### config.mk
export PLATFORM = sky130hd
export DESIGN_NAME = pq_access_arbiter_flat
export DESIGN_NICKNAME = d
export VERILOG_FILES = /design/src/rtl/pq_access_arbiter_if.sv /design/src/rtl/pq_access_arbiter.sv /design/src/flat_wrapper.sv
export SDC_FILE = /design/constraint.sdc
export NUM_CORES = 1
export LEC_CHECK = 0
export BUFFER_PORTS_ARGS = -buffer_cell sky130_fd_sc_hd__buf_4
export CORE_MARGIN = 10
export CORE_UTILIZATION = 40
export DETAILED_ROUTE_END_ITERATION = 10
export PLACE_DENSITY = 0.73
export SLEW_MARGIN = 30
export SYNTH_ARGS = -nofsm -noshare
export SYNTH_HDL_FRONTEND = slang
export SYNTH_SLANG_ARGS = --single-unit
### constraint.sdc
create_clock -name CLK -period 2.7 [get_ports CLK]
set_input_delay 0.135 -clock CLK [delete_from_list [all_inputs] [get_ports CLK]]
set_output_delay 0.135 -clock CLK [all_outputs]
set_load 0.02 [all_outputs]
### src/rtl/pq_access_arbiter_if.sv
// Requester-side and queue-side signal bundle for pq_access_arbiter.
// master = arbiter view; slave = requesters/queue/testbench view.
interface pq_access_arbiter_if #(
    parameter int NUM_REQ    = 4,
    parameter int DATA_WIDTH = 16
);
    localparam int ID_WIDTH = $clog2(NUM_REQ);

    logic [NUM_REQ-1:0]                 req_valid;
    logic [NUM_REQ-1:0]                 req_ready;
    logic [NUM_REQ-1:0][1:0]            req_op;
    logic [NUM_REQ-1:0][DATA_WIDTH-1:0] req_data;

    logic                  rsp_valid;
    logic [ID_WIDTH-1:0]   rsp_id;
    logic [DATA_WIDTH-1:0] rsp_data;
    logic                  rsp_err;

    logic                  q_wrt;
    logic                  q_read;
    logic [DATA_WIDTH-1:0] q_data;
    logic                  q_full;
    logic                  q_empty;
    logic [DATA_WIDTH-1:0] q_top;

    modport master (
        input  req_valid, req_op, req_data, q_full, q_empty, q_top,
        output req_ready, rsp_valid, rsp_id, rsp_data, rsp_err, q_wrt, q_read, q_data
    );

    modport slave (
        output req_valid, req_op, req_data, q_full, q_empty, q_top,
        input  req_ready, rsp_valid, rsp_id, rsp_data, rsp_err, q_wrt, q_read, q_data
    );
endinterface

### src/rtl/pq_access_arbiter.sv
// Round-robin arbiter sharing one heap priority queue between NUM_REQ requesters,
// one command at a time with an OP_GAP settle window for the queue's sift sequence.
module pq_arb_lane (
    input  logic [1:0] op,
    input  logic       q_full,
    input  logic       q_empty,
    output logic       legal
);
    always_comb begin
        case (op)
            2'b01:        legal = !q_full;
            2'b10, 2'b11: legal = !q_empty;
            default:      legal = 1'b0;
        endcase
    end
endmodule

module pq_access_arbiter #(
    parameter int  NUM_REQ    = 4,
    parameter int  DATA_WIDTH = 16,
    parameter int  OP_GAP     = 3,
    localparam int ID_WIDTH   = $clog2(NUM_REQ)
) (
    input  logic                 CLK,
    input  logic                 RST,
    pq_access_arbiter_if.master  bus
);
    localparam int GAP_W = $clog2(OP_GAP + 1);
    localparam int CW    = ID_WIDTH + 1;

    typedef enum logic [1:0] {IDLE, ISSUE, RESP, SETTLE} state_t;

    state_t                state, state_nxt;
    logic [ID_WIDTH-1:0]   rr_ptr, gnt_idx, lat_id, rsp_id_q;
    logic [CW-1:0]         cand;
    logic                  gnt_found, gnt_legal;
    logic [NUM_REQ-1:0]    lane_legal, req_ready_c;
    logic [1:0]            lat_op;
    logic [DATA_WIDTH-1:0] lat_data, rsp_data_q;
    logic                  rsp_valid_q, rsp_err_q;
    logic [GAP_W-1:0]      gap_cnt;

    for (genvar g = 0; g < NUM_REQ; g++) begin : g_lane
        pq_arb_lane u_lane (
            .op      (bus.req_op[g]),
            .q_full  (bus.q_full),
            .q_empty (bus.q_empty),
            .legal   (lane_legal[g])
        );
    end

    // First valid requester at or after rr_ptr, wrapping.
    always_comb begin
        gnt_found = 1'b0;
        gnt_idx   = '0;
        cand      = '0;
        for (int i = 0; i < NUM_REQ; i++) begin
            cand = {1'b0, rr_ptr} + CW'(i);
            if (cand >= CW'(NUM_REQ)) cand = cand - CW'(NUM_REQ);
            if (!gnt_found && bus.req_valid[cand[ID_WIDTH-1:0]]) begin
                gnt_found = 1'b1;
                gnt_idx   = cand[ID_WIDTH-1:0];
            end
        end
    end

    assign gnt_legal = lane_legal[gnt_idx];

    always_comb begin
        req_ready_c = '0;
        if (state == IDLE && gnt_found && !RST) req_ready_c[gnt_idx] = 1'b1;
    end

    always_comb begin
        state_nxt = state;
        case (state)
            IDLE:    if (gnt_found) state_nxt = gnt_legal ? ISSUE : RESP;
            ISSUE:   state_nxt = RESP;
            RESP:    state_nxt = rsp_err_q ? IDLE : SETTLE;
            SETTLE:  if (gap_cnt == GAP_W'(1)) state_nxt = IDLE;
            default: state_nxt = IDLE;
        endcase
    end

    always_ff @(posedge CLK) begin
        if (RST) begin
            state       <= IDLE;
            rr_ptr      <= '0;
            gap_cnt     <= '0;
            lat_id      <= '0;
            lat_op      <= '0;
            lat_data    <= '0;
            rsp_valid_q <= 1'b0;
            rsp_id_q    <= '0;
            rsp_data_q  <= '0;
            rsp_err_q   <= 1'b0;
        end else begin
            state       <= state_nxt;
            rsp_valid_q <= 1'b0;
            case (state)
                IDLE: if (gnt_found) begin
                    lat_id   <= gnt_idx;
                    lat_op   <= bus.req_op[gnt_idx];
                    lat_data <= bus.req_data[gnt_idx];
                    rr_ptr   <= (gnt_idx == ID_WIDTH'(NUM_REQ - 1)) ? '0 : gnt_idx + ID_WIDTH'(1);
                    // Rejected ops answer straight from IDLE; the queue never sees them.
                    if (!gnt_legal) begin
                        rsp_valid_q <= 1'b1;
                        rsp_id_q    <= gnt_idx;
                        rsp_data_q  <= '0;
                        rsp_err_q   <= 1'b1;
                    end
                end
                ISSUE: begin
                    rsp_valid_q <= 1'b1;
                    rsp_id_q    <= lat_id;
                    rsp_data_q  <= (lat_op == 2'b01) ? '0 : bus.q_top;
                    rsp_err_q   <= 1'b0;
                end
                RESP:    if (!rsp_err_q) gap_cnt <= GAP_W'(OP_GAP);
                SETTLE:  gap_cnt <= gap_cnt - GAP_W'(1);
                default: ;
            endcase
        end
    end

    // Only legal ops reach ISSUE, so op[0] = write (enq/replace), op[1] = read (deq/replace).
    assign bus.q_wrt     = (state == ISSUE) & lat_op[0];
    assign bus.q_read    = (state == ISSUE) & lat_op[1];
    assign bus.q_data    = (state == ISSUE) ? lat_data : '0;
    assign bus.req_ready = req_ready_c;
    assign bus.rsp_valid = rsp_valid_q;
    assign bus.rsp_id    = rsp_id_q;
    assign bus.rsp_data  = rsp_data_q;
    assign bus.rsp_err   = rsp_err_q;
endmodule

### src/flat_wrapper.sv
// flat-port wrapper written by rule: the top's interface ports become plain ports
module pq_access_arbiter_flat 
#(
    parameter int  NUM_REQ    = 4,
    parameter int  DATA_WIDTH = 16,
    parameter int  OP_GAP     = 3,
    localparam int ID_WIDTH   = $clog2(NUM_REQ)
)
  (CLK, RST, bus_req_valid, bus_req_op, bus_req_data, bus_q_full, bus_q_empty, bus_q_top, bus_req_ready, bus_rsp_valid, bus_rsp_id, bus_rsp_data, bus_rsp_err, bus_q_wrt, bus_q_read, bus_q_data);
  pq_access_arbiter_if #(.NUM_REQ(NUM_REQ), .DATA_WIDTH(DATA_WIDTH)) bus_i ();
  input  logic CLK;
  input  logic RST;
  input wire logic [$bits(bus_i.req_valid)-1:0] bus_req_valid;
  input wire logic [$bits(bus_i.req_op)-1:0] bus_req_op;
  input wire logic [$bits(bus_i.req_data)-1:0] bus_req_data;
  input wire logic [$bits(bus_i.q_full)-1:0] bus_q_full;
  input wire logic [$bits(bus_i.q_empty)-1:0] bus_q_empty;
  input wire logic [$bits(bus_i.q_top)-1:0] bus_q_top;
  output wire logic [$bits(bus_i.req_ready)-1:0] bus_req_ready;
  output wire logic [$bits(bus_i.rsp_valid)-1:0] bus_rsp_valid;
  output wire logic [$bits(bus_i.rsp_id)-1:0] bus_rsp_id;
  output wire logic [$bits(bus_i.rsp_data)-1:0] bus_rsp_data;
  output wire logic [$bits(bus_i.rsp_err)-1:0] bus_rsp_err;
  output wire logic [$bits(bus_i.q_wrt)-1:0] bus_q_wrt;
  output wire logic [$bits(bus_i.q_read)-1:0] bus_q_read;
  output wire logic [$bits(bus_i.q_data)-1:0] bus_q_data;
  assign bus_i.req_valid = bus_req_valid;
  assign bus_i.req_op = bus_req_op;
  assign bus_i.req_data = bus_req_data;
  assign bus_i.q_full = bus_q_full;
  assign bus_i.q_empty = bus_q_empty;
  assign bus_i.q_top = bus_q_top;
  assign bus_req_ready = bus_i.req_ready;
  assign bus_rsp_valid = bus_i.rsp_valid;
  assign bus_rsp_id = bus_i.rsp_id;
  assign bus_rsp_data = bus_i.rsp_data;
  assign bus_rsp_err = bus_i.rsp_err;
  assign bus_q_wrt = bus_i.q_wrt;
  assign bus_q_read = bus_i.q_read;
  assign bus_q_data = bus_i.q_data;
  pq_access_arbiter #(.NUM_REQ(NUM_REQ), .DATA_WIDTH(DATA_WIDTH), .OP_GAP(OP_GAP)) u_core (.CLK(CLK), .RST(RST), .bus(bus_i));
endmodule
==> impl_results.rst <==
.. list-table::
   :header-rows: 1

   * - Metric
     - Value
   * - Result of the run
     - finished, final reports clean
   * - Arrival time reported for the critical path endpoint
     - 2.71 ns
   * - Number of global-route vias before repair
     - 2678
   * - Share of synthesized cell area in and, or, nand and nor gates
     - 0.200
   * - Fraction of layout instances using a drive strength above 1
     - 0.411
   * - Antenna Nets Post-Route
     - 0
   * - First-pass GRT wire length
     - 13200 µm
   * - Mean Syn Cell Area
     - 8.89 µm²
   * - Die outline height
     - 99.5 µm
   * - Kind of end point of the critical path
     - flop
   * - Crit Path Class
     - flop to flop
   * - Compound-gate portion of the synthesized area
     - 0.266
   * - Total die area
     - 9890 µm²
   * - Maximum fanout along the worst path
     - 16
   * - Clock tree from TritonCTS
     - built
   * - Cell Pwr Density
     - 864 nW/µm²
   * - CTS root buf
     - sky130_fd_sc_hd__clkbuf_8
   * - Leakage power
     - 1.72 nW
   * - Total vias in the final route
     - 2601
   * - Number of levels the H-tree was split into
     - 2
   * - Maximum VDD drop
     - 0.415 mV
   * - Most frequent standard cell in the layout excluding fill and tap cells
     - sky130_fd_sc_hd__buf_4
   * - Unrepaired setup endpoints after global routing
     - no
   * - Post-Route Setup TNS
     - 0 ns
   * - Total gr overflow
     - 0
   * - Clock-pin slew reported for the worst setup and hold paths after clock tree synthesis
     - 0.10 ns
   * - Clock tree sinks
     - 46
   * - Number of pins exceeding their max-slew limit in the final report
     - 0
   * - Share of cell area taken by muxes after synthesis
     - 0.0961
   * - Floorplan core area
     - 6030 µm²
   * - CTS Hold Bufs
     - 0
   * - Net count reported at finish
     - 516
   * - Finish-stage setup viols
     - 0
   * - Antenna violations before repair
     - 0
   * - CTS buffer count
     - 5
   * - Sequential area share after synthesis
     - 0.365
   * - Footprint of the multi-input gates
     - 1490 µm²
   * - YS warnings
     - 0
   * - Xor and xnor area share after synthesis
     - 0
   * - Adder-cell share of the synthesized area
     - 0.0248
   * - Post-route minimum period
     - 2.46 ns
   * - Share of the clock period used by the worst path
     - 0.913
   * - Critical Path Source Type
     - flop
   * - Pin slew with the least headroom to its limit
     - 0.852 ns
   * - Main combinational cell family by area after synthesis
     - compound AO/OA/AOI/OAI gates
   * - Summed area of non-filler cells in the final layout
     - 3710 µm²
   * - Count of TritonRoute iterations in the first routing pass
     - 4
   * - Clk buf depth
     - 2
   * - Starting DRC count in detailed routing
     - 143
   * - Number of nets produced by synthesis
     - 385
   * - Post-synthesis instance total
     - 284
   * - Largest net degree at the start of global routing
     - 34
   * - Min-delay worst type
     - input pin to flop
   * - Initial cell density of the core
     - 0.419
   * - Unique cell type count in the Yosys netlist
     - 44
   * - Total inserted antenna cells
     - 0
   * - Standard-cell row count
     - 28
   * - Relative area change from synthesis to final layout
     - 46.8%
   * - Overall routing resource usage
     - 0.160
   * - Post-detailed-route wirelength per cell
     - 17.0 µm
   * - DP Wirelength
     - 6640 µm
   * - Number of buffers added on ports
     - 137
   * - DRC viols
     - 0
   * - Achievable frequency
     - 406 MHz
   * - Final GP Congestion
     - 0.809
   * - Placed Instance Area
     - 3600 µm²
   * - Count of filler cells inserted in the layout
     - 531
   * - Number of failing hold endpoints at the final stage
     - 0
   * - Critical path required time
     - 2.94 ns
   * - Sequential cell area
     - 921 µm²
   * - Worst-Skew Late Latency
     - 0.30 ns
   * - Cell area after synthesis
     - 2530 µm²
   * - # Max-Cap Violations
     - 0
   * - Boundary pin count
     - 138
   * - Setup clock skew after layout
     - 0.00952 ns
   * - Relative slew margins
     - 0.428
   * - FF+latch count, synth
     - 46
   * - Die X-Extent
     - 99.5 µm
   * - Final routed wirelength across all metal layers
     - 8350 µm
   * - Most frequent cells in the layout
     - sky130_fd_sc_hd__buf_4, sky130_fd_sc_hd__dfxtp_1, sky130_fd_sc_hd__nand2_1, sky130_fd_sc_hd__and2_1, sky130_fd_sc_hd__a22o_1
   * - Vias per cell
     - 5.30
-- power by group --
part	switching [mW]	internal [mW]	leakage [nW]
logic	0.951	0.759	1.30
clock network	0.248	0.187	0.0447
registers	0.136	0.926	0.378
-- flip-flops by register name, indices dropped and copies added, names as in the netlist --
signal,cells
u_core.gap_cnt,2
u_core.bus.rsp_valid,1
u_core.lat_data,16
u_core.lat_id,2
u_core.rr_ptr,2
u_core.bus.rsp_data,16
u_core.lat_op,2
u_core.bus.rsp_id,2
u_core.bus.rsp_err,1
u_core.state,2
-- final timing paths --
check	from	to	slack, ns	depth (start not counted)
hold / removal	bus_q_top[13]	u_core.bus.rsp_data[13]$_SDFFE_PP0P_	0.03	2
setup reg to reg	u_core.rr_ptr[1]$_SDFFE_PP0N_	u_core.bus.rsp_data[11]$_SDFFE_PP0P_	0.24	7
setup / recovery	u_core.rr_ptr[1]$_SDFFE_PP0N_	u_core.bus.rsp_data[11]$_SDFFE_PP0P_	0.24	7
hold reg to reg	u_core.lat_data[11]$_SDFFE_PP0N_	u_core.lat_data[11]$_SDFFE_PP0N_	0.46	2
-- worst max-delay path, stage by stage, from the launching register on --
cell and delay, ns:
sky130_fd_sc_hd__dfxtp_1 0.42, sky130_fd_sc_hd__and2_4 0.18, sky130_fd_sc_hd__and2_0 0.13, sky130_fd_sc_hd__or3_1 0.15, sky130_fd_sc_hd__clkinv_1 0.29, sky130_fd_sc_hd__o211a_2 0.30
sky130_fd_sc_hd__nor4_4 0.65, sky130_fd_sc_hd__a22o_1 0.26
-- Yosys cell counts (all sizes together) --
cell	number	area, µm²
a2111oi	2	17.5
a211oi	9	67.6
a21boi	6	45.0
a21o	1	7.51
a21oi	13	65.1
a221oi	2	17.5
a22o	16	140
a22oi	10	75.1
a311o	8	80.1
a31oi	1	6.26
and2	24	153
and2b	1	8.76
and3	2	12.5
buf	10	63.8
clkbuf	10	37.5
clkinv	2	7.51
dfxtp	46	921
ha	5	62.6
inv	4	15.0
mux2	10	113
mux2i	13	130
nand2	27	101
nand2b	5	31.3
nand3	2	10.0
nor2	16	62.6
nor2b	2	12.5
nor3	6	30.0
nor3b	4	30.0
nor4	4	40.0
o211a	4	40.0
o211ai	1	7.51
o21ai	3	15.0
o21ba	1	10.0
o21bai	2	15.0
o22ai	10	62.6
or3	2	12.5
-- per-layer routing --
metal  up-vias  global-route usage  part of all wire
met5         -                   0                 0
li1       1312                   -                 -
met3        10              0.0512             0.072
met1      1189               0.178              0.41
met4         0              0.0540             0.017
met2        90               0.279              0.50
-- kinds of logic (layout without fill, tap and decap cells) --
| logic type | Yosys count | count (layout) |
|---|---|---|
| multiplexers | 23 | 23 |
| buffers and inverters | 26 | 158 |
| AND/OR/NAND/NOR | 95 | 95 |
| adder cells (fa/ha/maj) | 5 | 5 |
| AO/OA/AOI/OAI | 89 | 89 |
| flip-flops | 46 | 46 |
-- area by class of cell --
| class | instances | share of cell area |
|---|---|---|
| Clock buffer | 5 | 0.0186 |
| Clock inverter | 3 | 0.00675 |
| Inverter | 6 | 0.00709 |
| Multi-Input combinational cell | 212 | 0.402 |
| Sequential cell | 46 | 0.248 |
| Tap cell | 75 | 0.0253 |
| Timing Repair Buffer | 144 | 0.291 |
-- what timing repair did --
| action | 4_1_cts | 5_1_grt |
|---|---|---|
| setup buffers | 0 | 0 |
| resized for setup | 0 | 1 |
| setup endpoints to repair | 0 | 1 |
-- metrics by stage --
step	hold slack, ns	utilization	setup WS [ns]	power [mW]	instances
finish	0.0303	0.615	0.236	3.21	491
global route	0.0228	0.615	0.0150	3.46	491
CTS	0.0224	0.614	0.180	3.22	491
detailed placement	0.347	0.598	0.265	2.79	483
global placement	0.344	0.598	0.406	2.75	483
floorplan	0.260	-	0.674	2.22	284
Note: power is estimated with default switching activity, not from simulation.
